$ cat src/rtl/bus_gpio_pkg.sv
// bus_gpio_pkg: register offsets, FSM states and field widths for bus_gpio_resp
package bus_gpio_pkg;
  localparam logic [7:0] OFF_LED    = 8'h00;
  localparam logic [7:0] OFF_SW     = 8'h04;
  localparam logic [7:0] OFF_KEY    = 8'h08;
  localparam logic [7:0] OFF_TIMER  = 8'h0C;
  localparam logic [7:0] OFF_CMP    = 8'h10;
  localparam logic [7:0] OFF_STATUS = 8'h14;
  localparam logic [7:0] OFF_IRQ_EN = 8'h18;
  localparam int LED_W = 8;
  localparam int SW_W  = 4;
  localparam int KEY_W = 2;
  typedef enum logic {IDLE, RESP} state_t;
endpackage

$ cat src/rtl/key_debounce.sv
// key_debounce: 2-flop synchronizer plus stability counter for one active-low key
module key_debounce #(
  parameter logic [19:0] DEBOUNCE_CYCLES = 20'd500000
) (
  input  logic clk,
  input  logic rst,
  input  logic key_in,
  output logic key_db
);
  localparam logic [19:0] LAST = DEBOUNCE_CYCLES - 20'd1;
  logic        key_meta, key_sync;
  logic [19:0] cnt;
  // sync the raw key, then flip key_db once the pressed level has been stable long enough
  always_ff @(posedge clk or posedge rst) begin
    if (rst) begin
      key_meta <= 1'b1;
      key_sync <= 1'b1;
      cnt      <= '0;
      key_db   <= 1'b0;
    end else begin
      key_meta <= key_in;
      key_sync <= key_meta;
      if (~key_sync == key_db) begin
        cnt <= '0;
      end else if (cnt == LAST) begin
        key_db <= ~key_db;
        cnt    <= '0;
      end else begin
        cnt <= cnt + 20'd1;
      end
    end
  end
endmodule

$ cat src/rtl/bus_gpio_resp.sv
// bus_gpio_resp: GPIO/timer responder on the valid/ready bus; BUS_GPIO_IRQ_EN adds irq and IRQ_EN at 0x18
module bus_gpio_resp
  import bus_gpio_pkg::*;
#(
  parameter logic [31:0] BASE_ADDR       = 32'h4000_0000,
  parameter logic [19:0] DEBOUNCE_CYCLES = 20'd500000
) (
  input  logic              clk,
  input  logic              rst,
  input  logic              mem_valid,
  input  logic              mem_we,
  input  logic [31:0]       mem_addr,
  input  logic [31:0]       mem_wdata,
  input  logic [3:0]        mem_wstrb,
  output logic              mem_ready,
  output logic [31:0]       mem_rdata,
  input  logic [SW_W-1:0]   sw_in,
  input  logic [KEY_W-1:0]  key_in,
  output logic [LED_W-1:0]  led_out
`ifdef BUS_GPIO_IRQ_EN
  ,
  output logic              irq
`endif
);
  state_t            state;
  logic              sel, wr, match;
  logic [7:0]        off;
  logic [31:0]       timer, cmp, rd;
  logic [SW_W-1:0]   sw_meta, sw_sync;
  logic [KEY_W-1:0]  key_db;
`ifdef BUS_GPIO_IRQ_EN
  logic              irq_en;
`endif
  assign sel       = mem_valid && mem_addr[31:8] == BASE_ADDR[31:8];
  assign off       = mem_addr[7:0];
  assign wr        = state == IDLE && sel && mem_we;
  assign mem_ready = state == RESP;
  key_debounce #(.DEBOUNCE_CYCLES(DEBOUNCE_CYCLES)) u_key0 (.clk(clk), .rst(rst), .key_in(key_in[0]), .key_db(key_db[0]));
  key_debounce #(.DEBOUNCE_CYCLES(DEBOUNCE_CYCLES)) u_key1 (.clk(clk), .rst(rst), .key_in(key_in[1]), .key_db(key_db[1]));
  // two-flop synchronizer for the slide switches
  always_ff @(posedge clk or posedge rst) begin
    if (rst) begin
      sw_meta <= '0;
      sw_sync <= '0;
    end else begin
      sw_meta <= sw_in;
      sw_sync <= sw_meta;
    end
  end
  // read mux over the current register values; unmapped offsets read as zero
  always_comb begin
    rd = off == OFF_LED    ? {{(32-LED_W){1'b0}}, led_out} :
         off == OFF_SW     ? {{(32-SW_W){1'b0}}, sw_sync} :
         off == OFF_KEY    ? {{(32-KEY_W){1'b0}}, key_db} :
         off == OFF_TIMER  ? timer :
         off == OFF_CMP    ? cmp :
         off == OFF_STATUS ? {31'b0, match} : 32'b0;
`ifdef BUS_GPIO_IRQ_EN
    if (off == OFF_IRQ_EN) rd = {31'b0, irq_en};
`endif
  end
  // LED, timer, compare and sticky match; a store clears the timer, a match beats a status clear
  always_ff @(posedge clk or posedge rst) begin
    if (rst) begin
      led_out <= '0;
      timer   <= '0;
      cmp     <= '1;
      match   <= 1'b0;
    end else begin
      if (wr && off == OFF_LED && mem_wstrb[0]) led_out <= mem_wdata[LED_W-1:0];
      timer <= (wr && off == OFF_TIMER) ? 32'd0 : timer + 32'd1;
      for (int i = 0; i < 4; i++)
        if (wr && off == OFF_CMP && mem_wstrb[i]) cmp[8*i +: 8] <= mem_wdata[8*i +: 8];
      match <= (timer == cmp) || (match && !(wr && off == OFF_STATUS && mem_wstrb[0] && mem_wdata[0]));
    end
  end
  // one wait state: capture read data in IDLE, present it with mem_ready during RESP
  always_ff @(posedge clk or posedge rst) begin
    if (rst) begin
      state     <= IDLE;
      mem_rdata <= '0;
    end else if (state == IDLE && sel) begin
      state     <= RESP;
      mem_rdata <= rd;
    end else begin
      state     <= IDLE;
      mem_rdata <= '0;
    end
  end
`ifdef BUS_GPIO_IRQ_EN
  // interrupt enable register and registered interrupt output
  always_ff @(posedge clk or posedge rst) begin
    if (rst) begin
      irq_en <= 1'b0;
      irq    <= 1'b0;
    end else begin
      if (wr && off == OFF_IRQ_EN && mem_wstrb[0]) irq_en <= mem_wdata[0];
      irq <= match & irq_en;
    end
  end
`endif
endmodule

$ cat config.mk
export PLATFORM = sky130hd
export DESIGN_NAME = bus_gpio_resp
export DESIGN_NICKNAME = d
export VERILOG_FILES = /design/src/rtl/bus_gpio_pkg.sv /design/src/rtl/key_debounce.sv /design/src/rtl/bus_gpio_resp.sv
export SDC_FILE = /design/constraint.sdc
export NUM_CORES = 1
export LEC_CHECK = 0
export CORE_ASPECT_RATIO = 1.4
export CORE_UTILIZATION = 41
export CTS_CLUSTER_DIAMETER = 150
export DETAILED_ROUTE_END_ITERATION = 16
export GPL_TIMING_DRIVEN = 0
export PLACE_DENSITY = 0.6
export SLEW_MARGIN = 0
export SYNTH_ARGS = -nofsm -noshare
export SYNTH_HDL_FRONTEND = slang
export SYNTH_HIERARCHICAL = 1
export SYNTH_SLANG_ARGS = --single-unit
$ cat constraint.sdc
create_clock -name clk -period 12.5 [get_ports clk]
set_clock_uncertainty 0.1 [all_clocks]
set_input_delay 3.75 -clock clk [delete_from_list [all_inputs] [get_ports clk]]
set_output_delay 3.75 -clock clk [all_outputs]
set_load 0.005 [all_outputs]
==> flow_summary.json <==
{
  "drive_gt1_frac": 0.160,
  "post-route-min-period_ns": 6.67,
  "reg2reg_from": "mem_ready$_DFF_PP0_",
  "hold_violations": 0,
  "grt_antenna_before_repair": 0,
  "crit_path_start_kind": "primary input",
  "grt_use_total": 0.208,
  "drt-initial-drc-count": 274,
  "hp-class": "flip-flop to flip-flop",
  "start_util": 0.420,
  "dieArea_um2": 19000,
  "p_per_area_nw_per_um2": 111,
  "fmax_mhz": 150,
  "cp.depth": 6,
  "timing.final.crit_share": 0.533,
  "die_y_um": 163,
  "hpwl_mm": 13.9,
  "io_buffer_count": 117,
  "wl_per_cell_um": 17.4,
  "post-route-drc-count": 0,
  "ios": 119,
  "yosysSeqAreaShare": 0.536,
  "path_max_fanout": 9,
  "crit_path_cell_trace": "clkdlybuf4s50_1 > nor4_1 > nand2_1 > nor3_2 > nand4_1 > mux2_2",
  "crit_type": "primary input to flip-flop",
  "grt_overflow_total": 0,
  "synth_area_per_cell_um2": 11.1,
  "tightestPinTransition_ns": 0.973,
  "rows": 58,
  "reg2reg_to": "led_out[5]$_DFFE_PP0P_",
  "slowest_stage": "nor4_1",
  "grt_start_max_net_pins": 62,
  "gr-max-usage-layer": "met2",
  "min_from": "sw_meta[1]$_DFF_PP0_",
  "slew_violations": 0,
  "synth-edff-count": 0,
  "synthCells": 682,
  "rrSetupSlack_ns": 9.67,
  "grt_pass1_wl_mm": 29.9,
  "cts-resized-gates": 0,
  "nNetsFinal": 900,
  "core_area_um2": 18000,
  "grt_util_met1": 0.244,
  "max-vdd-ir-drop_mv": 0.0802,
  "diodes": 0,
  "cts_sinks": 160,
  "clockRootBuffer": "clkbuf_16",
  "first_global_vias": 5990,
  "die_x_um": 117,
  "netlist_area_um2": 7550,
  "regArea_um2": 4050,
  "status": "complete, no violations",
  "ant_nets": 0,
  "ys_async_sr_fraction": 1.00,
  "arrival_ns": 6.87,
  "slew_headroom": 0.346,
  "rr_worst_depth": 7,
  "place_congestion": 0.830,
  "ys_warn_count": 6,
  "p_leak_nw": 3.79,
  "clock_latency_ns": 0.42,
  "setup_violations": 0,
  "cts_buffer_depth": 2,
  "cts_tree": "built",
  "cts_max_level": 4,
  "startpoint": "mem_addr[4]",
  "synth_cell_types": 52,
  "synth_seq_cells": 160,
  "worstSetupEndpointType": "flip-flop",
  "routed_wl_mm": 18.7,
  "rsz0062_at_grt": "no",
  "yosys_most_used_dff": "dfrtp_1",
  "cp-endpoint": "led_out[5]$_DFFE_PP0P_",
  "vias": 5710,
  "critPathMaxStageDelay_ns": 0.64,
  "max_cap_viol_count": 0,
  "firstDrtPassIters": 5,
  "path_buf_inv": 1,
  "cts_buffers": 17,
  "cts_setup_buffers": 0,
  "multi_input_area_um2": 3320,
  "clkSlewWorstSetupHoldPaths_ns": 0.06,
  "tns_ns": 0,
  "critPathRequiredTime_ns": 12.70,
  "critPathTopFamily": "simple AND/OR/NAND/NOR gates",
  "power_mw": 1.07,
  "use_met3": 0.0469,
  "synth_nets": 763,
  "area_growth_pct": 27.4,
  "use_met2": 0.367,
  "fill_cells": 1646,
  "postCtsHoldBufs": 0,
  "viasPerCell": 5.33
}
-- cell type report --
| class | count | area share |
|---|---|---|
| plain buffers | 29 | 0.0133 |
| clock buffers | 20 | 0.0475 |
| clock inverters | 12 | 0.0113 |
| inverters | 16 | 0.00650 |
| multi-input cells | 477 | 0.345 |
| flip-flops and latches | 160 | 0.421 |
| well taps | 240 | 0.0312 |
| repair buffers | 118 | 0.125 |
-- stage by stage --
stage	instance area [um2]	setup slack, ns	hold WS (ns)	util	instances
floorplan	7550	5.69	0.231	-	682
global placement	9030	4.00	0.236	0.502	1039
detailed placement	9060	5.40	0.238	0.503	1040
CTS	9620	5.85	0.251	0.535	1072
global route	9620	5.66	0.258	0.535	1072
finish	9620	5.83	0.249	0.535	1072
-- sequential cells by signal, indices dropped and copies added, names as in the netlist --
register         cells
led_out              8
u_key1/key_meta      1
timer               32
cmp                 32
sw_sync              4
sw_meta              4
u_key0/key_sync      1
u_key0/key_db        1
u_key1/key_db        1
match                1
u_key0/cnt          20
u_key0/key_meta      1
u_key1/cnt          20
mem_ready            1
u_key1/key_sync      1
mem_rdata           32
-- Yosys cell counts, types with 3 or more instances --
library cell,n,area (um2)
o21ai_0,8,40.0
xnor2_1,69,604
and3_1,11,68.8
nor4_1,18,113
ha_1,3,37.5
clkbuf_1,23,86.3
a22oi_1,32,240
a21oi_1,20,100
nor2_1,106,398
buf_2,3,15.0
dfrtp_1,124,3100
nand2_1,20,75.1
nor2b_1,3,18.8
o31ai_1,3,22.5
and4_1,5,43.8
nand4_4,4,85.1
dfstp_2,36,946
nand4_1,29,181
or3_1,4,25.0
mux2_2,38,428
nand3_1,30,150
nor3_1,10,50.1
mux2i_1,4,40.0
xor2_1,23,201
inv_1,15,56.3
nor4_2,3,37.5
nor4_4,3,63.8
-- worst min path at each step --
stage | to | slack (ns) | cells after the start
2_1_floorplan | sw_sync[0]$_DFF_PP0_ | 0.23 | 0
3_3_place_gp | sw_sync[1]$_DFF_PP0_ | 0.24 | 0
3_5_place_dp | sw_sync[1]$_DFF_PP0_ | 0.24 | 0
4_1_cts | sw_sync[1]$_DFF_PP0_ | 0.25 | 0
5_1_grt | u_key1/key_sync$_DFF_PP1_ | 0.26 | 0
6_report | sw_sync[1]$_DFF_PP0_ | 0.25 | 0
-- power breakdown --
part           switching (mW)  internal (mW)
Clock                   0.206          0.285
Combinational          0.0238         0.0266
Sequential            0.00276          0.523
Total                   0.233          0.834
-- kinds of logic (layout without fill, tap and decap cells) --
logic type      Yosys count  count (layout)  synth area share
buf+inv                  45             195            0.0248
compound gates           72              72            0.0651
fa+ha+maj                 3               3           0.00497
simple gates            266             266             0.198
xor+xnor                 92              92             0.107
mux                      44              44            0.0649
flops                   160             160             0.536
-- cells in the final DEF, fill, tap and decap left out, drive strengths merged, types with 2 or more instances in the layout --
master / instances
nand2b: 2
buf: 7
or4bb: 2
xnor2: 69
a22oi: 32
and4: 5
clkinvlp: 2
o21ai: 11
nor4b: 2
mux2: 40
xor2: 23
nand3: 30
nand4: 35
nand2: 20
and3: 11
nor4: 24
ha: 3
mux2i: 4
or4: 2
nor2: 106
clkdlybuf4s50: 117
nor3: 12
o31ai: 3
dfrtp: 124
nor2b: 3
clkbuf: 43
dfstp: 36
a21oi: 20
or3: 6
inv: 18
clkinv: 7
-- routing by layer --
layer	up-vias	part of all wire	routed length, um
met5	-	0	0
met4	0	0.023	430
met3	29	0.047	882
met2	170	0.52	9730
met1	2823	0.41	7650
li1	2688	-	-
No activity file was read; power rests on OpenSTA's default activity.
